[src/rtl/iwm_pkg.sv]
// Shared IWM definitions: write-state encoding, default bit-cell length and
// handshake bit positions used by the register decode.
package iwm_pkg;

    localparam int CELL_CLKS_DEFAULT = 16;

    // Positions of the write handshake bits in the IWM status/handshake byte
    localparam int IWM_BUSY_BIT     = 7;
    localparam int IWM_UNDERRUN_BIT = 6;

    typedef enum logic [1:0] {
        ST_IDLE     = 2'd0,
        ST_ARMED    = 2'd1,
        ST_SHIFT    = 2'd2,
        ST_UNDERRUN = 2'd3
    } wr_state_e;

    function automatic logic [7:0] iwm_handshake_byte(input logic busy_n,
                                                      input logic underrun_n);
        logic [7:0] hs;
        hs                   = 8'h3F;
        hs[IWM_BUSY_BIT]     = busy_n;
        hs[IWM_UNDERRUN_BIT] = underrun_n;
        return hs;
    endfunction

endpackage

[src/rtl/iwm_bit_timer.sv]
// Bit-cell timer for the IWM write serializer. Cell length is latched on
// start so a mode change only affects cells of the next byte.
module iwm_bit_timer
    import iwm_pkg::*;
#(
    parameter int CELL_CLKS = CELL_CLKS_DEFAULT
) (
    input  logic clk8,
    input  logic reset,
    input  logic start,
    input  logic fast,
    output logic cellStart
);

    localparam int CW = $clog2(2 * CELL_CLKS);

    logic [CW-1:0] cnt_q, cnt_d;
    logic          fast_q, fast_d;
    logic [CW-1:0] last_s;

    // Terminal count for the latched cell length
    always_comb begin
        if (fast_q) begin
            last_s = CW'(CELL_CLKS - 1);
        end else begin
            last_s = CW'(2 * CELL_CLKS - 1);
        end
    end

    // Counter restarts at zero on start; otherwise wraps every cell
    always_comb begin
        cnt_d  = cnt_q;
        fast_d = fast_q;
        if (start) begin
            cnt_d  = '0;
            fast_d = fast;
        end else if (cnt_q == last_s) begin
            cnt_d = '0;
        end else begin
            cnt_d = cnt_q + CW'(1);
        end
    end

    // Timer state register
    always_ff @(posedge clk8) begin
        if (reset) begin
            cnt_q  <= '0;
            fast_q <= 1'b1;
        end else begin
            cnt_q  <= cnt_d;
            fast_q <= fast_d;
        end
    end

    // High in the last clock of a cell: the next edge opens a new cell
    assign cellStart = (cnt_q == last_s);

endmodule

[src/rtl/iwm_write_serializer.sv]
// IWM write serializer: CPU byte buffer, MSB-first flux serializer and write
// handshake. Optional byte tap enabled by defining IWM_BYTE_TAP_EN.
module iwm_write_serializer
    import iwm_pkg::*;
#(
    parameter int CELL_CLKS = CELL_CLKS_DEFAULT
) (
    input  logic       clk8,
    input  logic       reset,
    input  logic       writeMode,
    input  logic       fastCell,
    input  logic       dataWrite,
    input  logic [7:0] dataIn,
    output logic       wrData,
    output logic       _iwmBusy,
    output logic       _writeUnderrun,
    output logic       writeActive
`ifdef IWM_BYTE_TAP_EN
    ,
    output logic [7:0] byteOut,
    output logic       byteOutValid
`endif
);

    wr_state_e  state_q, state_d;
    logic [7:0] buf_q, buf_d;
    logic       buf_full_q, buf_full_d;
    logic [7:0] shift_q, shift_d;
    logic [2:0] bit_idx_q, bit_idx_d;
    logic       wr_data_q, wr_data_d;
    logic       underrun_n_q, underrun_n_d;
    logic       load_s;
    logic       byte_done_s;
    logic       cell_start_s;

    iwm_bit_timer #(
        .CELL_CLKS (CELL_CLKS)
    ) u_timer (
        .clk8      (clk8),
        .reset     (reset),
        .start     (load_s),
        .fast      (fastCell),
        .cellStart (cell_start_s)
    );

    // Next-state, buffer and shifter logic
    always_comb begin
        state_d      = state_q;
        buf_d        = buf_q;
        buf_full_d   = buf_full_q;
        shift_d      = shift_q;
        bit_idx_d    = bit_idx_q;
        wr_data_d    = wr_data_q;
        underrun_n_d = underrun_n_q;
        load_s       = 1'b0;
        byte_done_s  = 1'b0;

        if (!writeMode) begin
            // Session ends: abort any byte in flight, flux line holds its level
            state_d      = ST_IDLE;
            buf_d        = 8'h00;
            buf_full_d   = 1'b0;
            underrun_n_d = 1'b1;
        end else begin
            case (state_q)
                ST_IDLE: begin
                    state_d = ST_ARMED;
                end
                ST_ARMED: begin
                    if (buf_full_q) begin
                        load_s  = 1'b1;
                        state_d = ST_SHIFT;
                    end else begin
                        state_d = ST_ARMED;
                    end
                end
                ST_SHIFT: begin
                    if (cell_start_s) begin
                        if (bit_idx_q == 3'd7) begin
                            byte_done_s = 1'b1;
                            if (buf_full_q) begin
                                load_s = 1'b1;
                            end else begin
                                state_d      = ST_UNDERRUN;
                                underrun_n_d = 1'b0;
                            end
                        end else begin
                            shift_d   = {shift_q[6:0], 1'b0};
                            bit_idx_d = bit_idx_q + 3'd1;
                            wr_data_d = wr_data_q ^ shift_q[6];
                        end
                    end else begin
                        shift_d = shift_q;
                    end
                end
                ST_UNDERRUN: begin
                    state_d = ST_UNDERRUN;
                end
                default: begin
                    state_d = ST_IDLE;
                end
            endcase

            // A load opens bit 7's cell, so its transition lands on the load edge
            if (load_s) begin
                shift_d    = buf_q;
                bit_idx_d  = 3'd0;
                buf_full_d = 1'b0;
                wr_data_d  = wr_data_q ^ buf_q[7];
            end else begin
                bit_idx_d = bit_idx_d;
            end

            // A slot being emptied on this edge can take the new byte at once
            if (dataWrite && ((state_q == ST_ARMED) || (state_q == ST_SHIFT)) &&
                (!buf_full_q || load_s)) begin
                buf_d      = dataIn;
                buf_full_d = 1'b1;
            end else begin
                buf_d = buf_d;
            end
        end
    end

    // Serializer state registers
    always_ff @(posedge clk8) begin
        if (reset) begin
            state_q      <= ST_IDLE;
            buf_q        <= 8'h00;
            buf_full_q   <= 1'b0;
            shift_q      <= 8'h00;
            bit_idx_q    <= 3'd0;
            wr_data_q    <= 1'b0;
            underrun_n_q <= 1'b1;
        end else begin
            state_q      <= state_d;
            buf_q        <= buf_d;
            buf_full_q   <= buf_full_d;
            shift_q      <= shift_d;
            bit_idx_q    <= bit_idx_d;
            wr_data_q    <= wr_data_d;
            underrun_n_q <= underrun_n_d;
        end
    end

    assign wrData         = wr_data_q;
    assign _iwmBusy       = ~buf_full_q;
    assign _writeUnderrun = underrun_n_q;
    assign writeActive    = (state_q == ST_SHIFT);

`ifdef IWM_BYTE_TAP_EN
    logic [7:0] cur_byte_q, cur_byte_d;
    logic [7:0] byte_out_q, byte_out_d;
    logic       byte_valid_q, byte_valid_d;

    // Remember the byte in flight and publish it when its last cell closes
    always_comb begin
        byte_valid_d = byte_done_s;
        if (load_s) begin
            cur_byte_d = buf_q;
        end else begin
            cur_byte_d = cur_byte_q;
        end
        if (byte_done_s) begin
            byte_out_d = cur_byte_q;
        end else begin
            byte_out_d = byte_out_q;
        end
    end

    // Byte tap registers
    always_ff @(posedge clk8) begin
        if (reset) begin
            cur_byte_q   <= 8'h00;
            byte_out_q   <= 8'h00;
            byte_valid_q <= 1'b0;
        end else begin
            cur_byte_q   <= cur_byte_d;
            byte_out_q   <= byte_out_d;
            byte_valid_q <= byte_valid_d;
        end
    end

    assign byteOut      = byte_out_q;
    assign byteOutValid = byte_valid_q;
`endif

endmodule

[config.mk]
export PLATFORM = sky130hd
export DESIGN_NAME = iwm_write_serializer
export DESIGN_NICKNAME = d
export VERILOG_FILES = /design/src/rtl/iwm_pkg.sv /design/src/rtl/iwm_bit_timer.sv /design/src/rtl/iwm_write_serializer.sv
export SDC_FILE = /design/constraint.sdc
export NUM_CORES = 1
export LEC_CHECK = 0
export BUFFER_PORTS_ARGS = -buffer_cell sky130_fd_sc_hd__buf_2
export CAP_MARGIN = 10
export CORE_ASPECT_RATIO = 0.8
export CORE_MARGIN = 2
export CORE_UTILIZATION = 30
export DETAILED_ROUTE_END_ITERATION = 12
export PLACE_DENSITY_LB_ADDON = 0.2
export REMOVE_ABC_BUFFERS = 1
export SYNTH_ARGS = -nofsm -noshare
export SYNTH_HDL_FRONTEND = slang
export SYNTH_SLANG_ARGS = --single-unit
export TNS_END_PERCENT = 20
[constraint.sdc]
create_clock -name clk8 -period 3.7 [get_ports clk8]
set_input_delay 0.37 -clock clk8 [delete_from_list [all_inputs] [get_ports clk8]]
set_output_delay 0.37 -clock clk8 [all_outputs]
set_load 0.01 [all_outputs]
Word-level counts from Yosys, hierarchy flattened
Index checks and enable logic that the tools add are counted.
Widths: inputs -> output; s select.
Word-level totals
  register bits after elaboration: 29
  word-level logic and storage cells: 64
  output and inout bits: 4
  input port bits: 13
Cells by class
  eq/ne operators: 9
  reduce and logical (&&, ||, !) cells: 14
  bitwise operators: 4
  add/subtract/negate cells: 2
  muxes and demuxes: 26
Operator list (count)
  $mux 7: 4
  $mux 3: 4
  $mux 1: 11
  $mux 2: 4
  $pmux 2 s4: 1
  $reduce_and 4->1: 2
  $ne 2x1->1 const B: 3
  $reduce_bool 2->1: 3
  $add 5x1->5 const B: 1
  $eq 5x5->1: 1
  $mux 5: 1
  $eq 2x2->1 const B: 2
  $add 3x1->3 const B: 1
  $eq 3x3->1 const B: 1
  $reduce_and 3->1: 1
  $reduce_or 3->1: 1
  $eq 2x1->1 const B: 1
  $logic_and 1x1->1: 2
  $logic_not 2->1: 1
  $logic_or 1x1->1: 2
  $ne 2x2->1 const B: 1
  $not 1->1: 2
  $pmux 1 s2: 1
  $reduce_or 2->1: 1
  2 further kinds: 3

Logic depth before layout (Yosys ltp)
  depth in word-level cells: 8
  mapped depth: 7
  depth with buffers taken out: 7

By module
A second synthesis with hierarchy kept.
Second synthesis, totals
  cell total of the unflattened synthesis: 134
  area total of the unflattened synthesis: 1378.8 sq um
Modules (own cells, without submodules)
  iwm_write_serializer: sequential area each 460.4 sq um, instances 1, area each 1141.1 sq um, cells an instance 110
  iwm_bit_timer: sequential area each 120.1 sq um, instances 1, area each 237.7 sq um, cells an instance 24

Least setup slack after synthesis
No wires, ideal clock.
  path type: reg-to-reg
  start point: reg state_q[0]
  end point: reg wr_data_q, in the netlist wrData
  path buffers: 1
  path slack: 1759 ps
  arrival time: 1820 ps
  stages on the path, launching flop included: 8
  setup time: 121 ps
  path through: dfxtp_1 inv_1 ha_1 and3_1 clkbuf_1 o21ai_1 a31oi_1 mux2_2
Between the ends
  cells in the longest elaborated chain, start to end: 5
RTL lines
  from (decl): RTL line iwm_write_serializer.sv:25  | wr_state_e state_q, state_d;
  from (signal assigned): RTL line iwm_write_serializer.sv:136  | state_q <= state_d;
  $eq 2x2->1 or $eq 2x1->1 (tied branches): RTL line iwm_write_serializer.sv:65  | case (state_q)
  $pmux 1 s2: RTL line iwm_write_serializer.sv:65
  $mux 1: RTL line iwm_write_serializer.sv:58  | if (!writeMode) begin
  $ne 2x1->1 (no line) or $reduce_bool 2->1 (tied branches)
  $reduce_and 4->1 (no line)
  to (signal assigned): RTL line iwm_write_serializer.sv:141  | wr_data_q <= wr_data_d;
  to (decl): RTL line iwm_write_serializer.sv:30  | logic wr_data_q, wr_data_d;
Parallel ways exist; a longest one is shown, timed or not. The select of a mux whose other input is x is not followed.
A chain may end at the register's enable or synchronous reset.

Final worst setup path
Same ends and word-level chain as after synthesis.

==> reports/metrics.cfg <==
[cells_and_area]
fin_area_um2=1670
syn2layout_area_growth_pct=17.5
drive_gt1_frac=0.179
fillers=493
final_nets=192
diodes=0

[detailed_routing]
vias=1135
dr.pass1.iters=4
drc_errors=0
via_per_inst=4.87
wirelength_um=2970
drtAntennaViolNets=0
first_iter_violations=59
wl_per_cell_um=12.7

[clock_tree]
cts_buffers=5
clkTransAtPathRegs_ns=0.06
root_buffer=clkbuf_8
post_cts_buffers=0
clock-sinks=29
cts.path.max_buffers=2
cts_tree=built
clock_latency_ns=0.28
cts_resized=0
cts_hold_buf=0
htreeDepth=2

[logic_synthesis]
synthFlopType=dfxtp_1
ys_seq_area_frac=0.410
yosysUniqueCellTypes=37
yosysMostFrequentCell=dfxtp_1
yosysTopAreaCellShare=0.410
ys_warn_count=0
synthesis.instances=155
synth_edf_count=0
avgSynthCellArea_um2=9.15
synthTopCellsByCount=dfxtp_1, nor2_1, nand2_1
ys_async_sr_fraction=0
netlist_top_cells_area=dfxtp_1, nor2_1, mux2i_1
synth_top_area_cell=dfxtp_1
synth_area_um2=1420
ys_ff_latch=29

[die]
start_util=0.310
fp.coreArea_um2=4570
top_level_ports=17
fp.dieW_um=80.9
die_y_um=65.5
dieArea_um2=5290
fp-row-count=22

[placed_design]
io_buffers=16
gp_congestion=0.728
place_area_um2=1550
dp_hpwl_um=2170

[sta]
period_share=0.589
hold_viol=0
tightest_slew_ns=0.479
fin_setup_tns_ns=0
fmax_mhz=459
finalSetupViolations=0
skew_ns=0.0113
rsz0062_at_grt=no
finalCriticalPeriod_ns=2.18
drv_slew=0
whs_ns=0.320
slew_headroom=0.681

[min_path]
hp-start=dataIn[6]
hold-path-cell-count=3
hp-class=in -> reg
min_to=buf_q[6]

[setup_path]
cp-end-kind=register
r2r_end=wrData
arrival_ns=2.35
critical_path_class=reg -> reg
setup.worst_path.start_class=register
rr_startpoint=state_q[0]
path_max_fanout=6
worstPathRequired_ns=3.87
reg2reg_depth=7
r2r_setup_slack_ns=1.52

[power_and_ir_drop]
power_density_nw_per_um2=416
ir_drop_mv=0.186
power_leakage_uw=0.000654

[outcome]
status=completed

[global_routing]
first_global_vias=1091
grt_max_degree=16
overflow=0
antenna_found_initial=0
grtUsageTotal=0.125
grt_pass1_wl_um=4960

[flow_run]
maxCapViolCount=0

-- flip-flops by register name, indices dropped and copies added (netlist names) --
| name | flops |
|---|---|
| buf_q | 8 |
| shift_q | 7 |
| u_timer.cnt_q | 5 |
| bit_idx_q | 3 |
| state_q | 2 |
| _writeUnderrun | 1 |
| buf_full_q | 1 |
| u_timer.fast_q | 1 |
| wrData | 1 |
-- cells by family (layout without fill, tap and decap cells) --
group,after synthesis,count (layout),share of synthesized area
simple gates,56,56,0.184
fa+ha+maj,7,7,0.0618
buf+inv,12,30,0.0327
flops,29,29,0.410
xor+xnor,5,5,0.0362
compound gates,36,36,0.204
mux,10,10,0.0715
-- layout by cell type, fill, tap and decap left out, types with 2 or more instances in the layout --
cell      Yosys  layout
mux2i_1       9       9
nand4_1       3       3
a22oi_1       2       2
nand3_1       3       3
dfxtp_1      29      29
nor2_1       26      26
and3_1        3       3
nand2_1      13      13
a21o_1        7       7
ha_1          7       7
a211oi_1      2       2
buf_2         1      16
a311oi_1      6       6
xnor2_1       3       3
o21a_1        2       2
clkbuf_8      0       6
nor3_1        2       2
inv_1         6       6
o21ai_0       8       8
-- area by class of cell --
cell class,instances,area [um2],share of cell area
Tap cell,60,75.1,0.0451
Timing Repair Buffer,16,80.1,0.0481
Multi-Input combinational cell,114,791,0.475
Clock inverter,1,30.0,0.0180
Clock buffer,7,86.3,0.0518
Sequential cell,29,581,0.349
Inverter,6,22.5,0.0135
-- per-stage QoR --
| step | total power, uW | util | cells | worst slack [ns] |
|---|---|---|---|---|
| after CTS | 703 | 0.364 | 233 | 1.53 |
| after global routing | 726 | 0.364 | 233 | 1.25 |
| after global placement | 363 | 0.339 | 225 | 1.63 |
| after floorplan | 348 | - | 149 | 1.76 |
| after detailed placement | 364 | 0.339 | 225 | 1.55 |
| final | 692 | 0.364 | 233 | 1.52 |
-- how the worst max path moves through the flow --
stage	cells past startpoint	start	slack, ns	endpoint
CTS	7	state_q[1]	1.53	wrData
finish	7	state_q[0]	1.52	wrData
floorplan	7	state_q[0]	1.76	wrData
detailed placement	7	state_q[1]	1.55	wrData
global placement	7	state_q[0]	1.63	wrData
global route	7	state_q[1]	1.25	wrData
-- worst max-delay path, stage by stage (launching register included) --
cell and delay, ns:
dfxtp_1 0.38, inv_1 0.08, ha_1 0.37, nand2_1 0.16
a211oi_1 0.35, o21ai_1 0.16, a31oi_1 0.22, mux2_2 0.35
-- layer usage --
metal | GRT usage | part of all wire
met1 | 0.167 | 0.51
met2 | 0.182 | 0.44
met3 | 0.0536 | 0.044
met4 | 0.0403 | 0.0078
met5 | 0 | 0
-- where the power goes --
part / internal, uW / switching [uW] / leakage, uW / total, uW
registers: 317 / 4.37 / 0.000235 / 322
logic: 14.8 / 20.4 / 0.000361 / 35.1
clock network: 219 / 116 / 0.0000585 / 335
total: 551 / 141 / 0.000654 / 692
No activity file was read; power rests on OpenSTA's default activity.
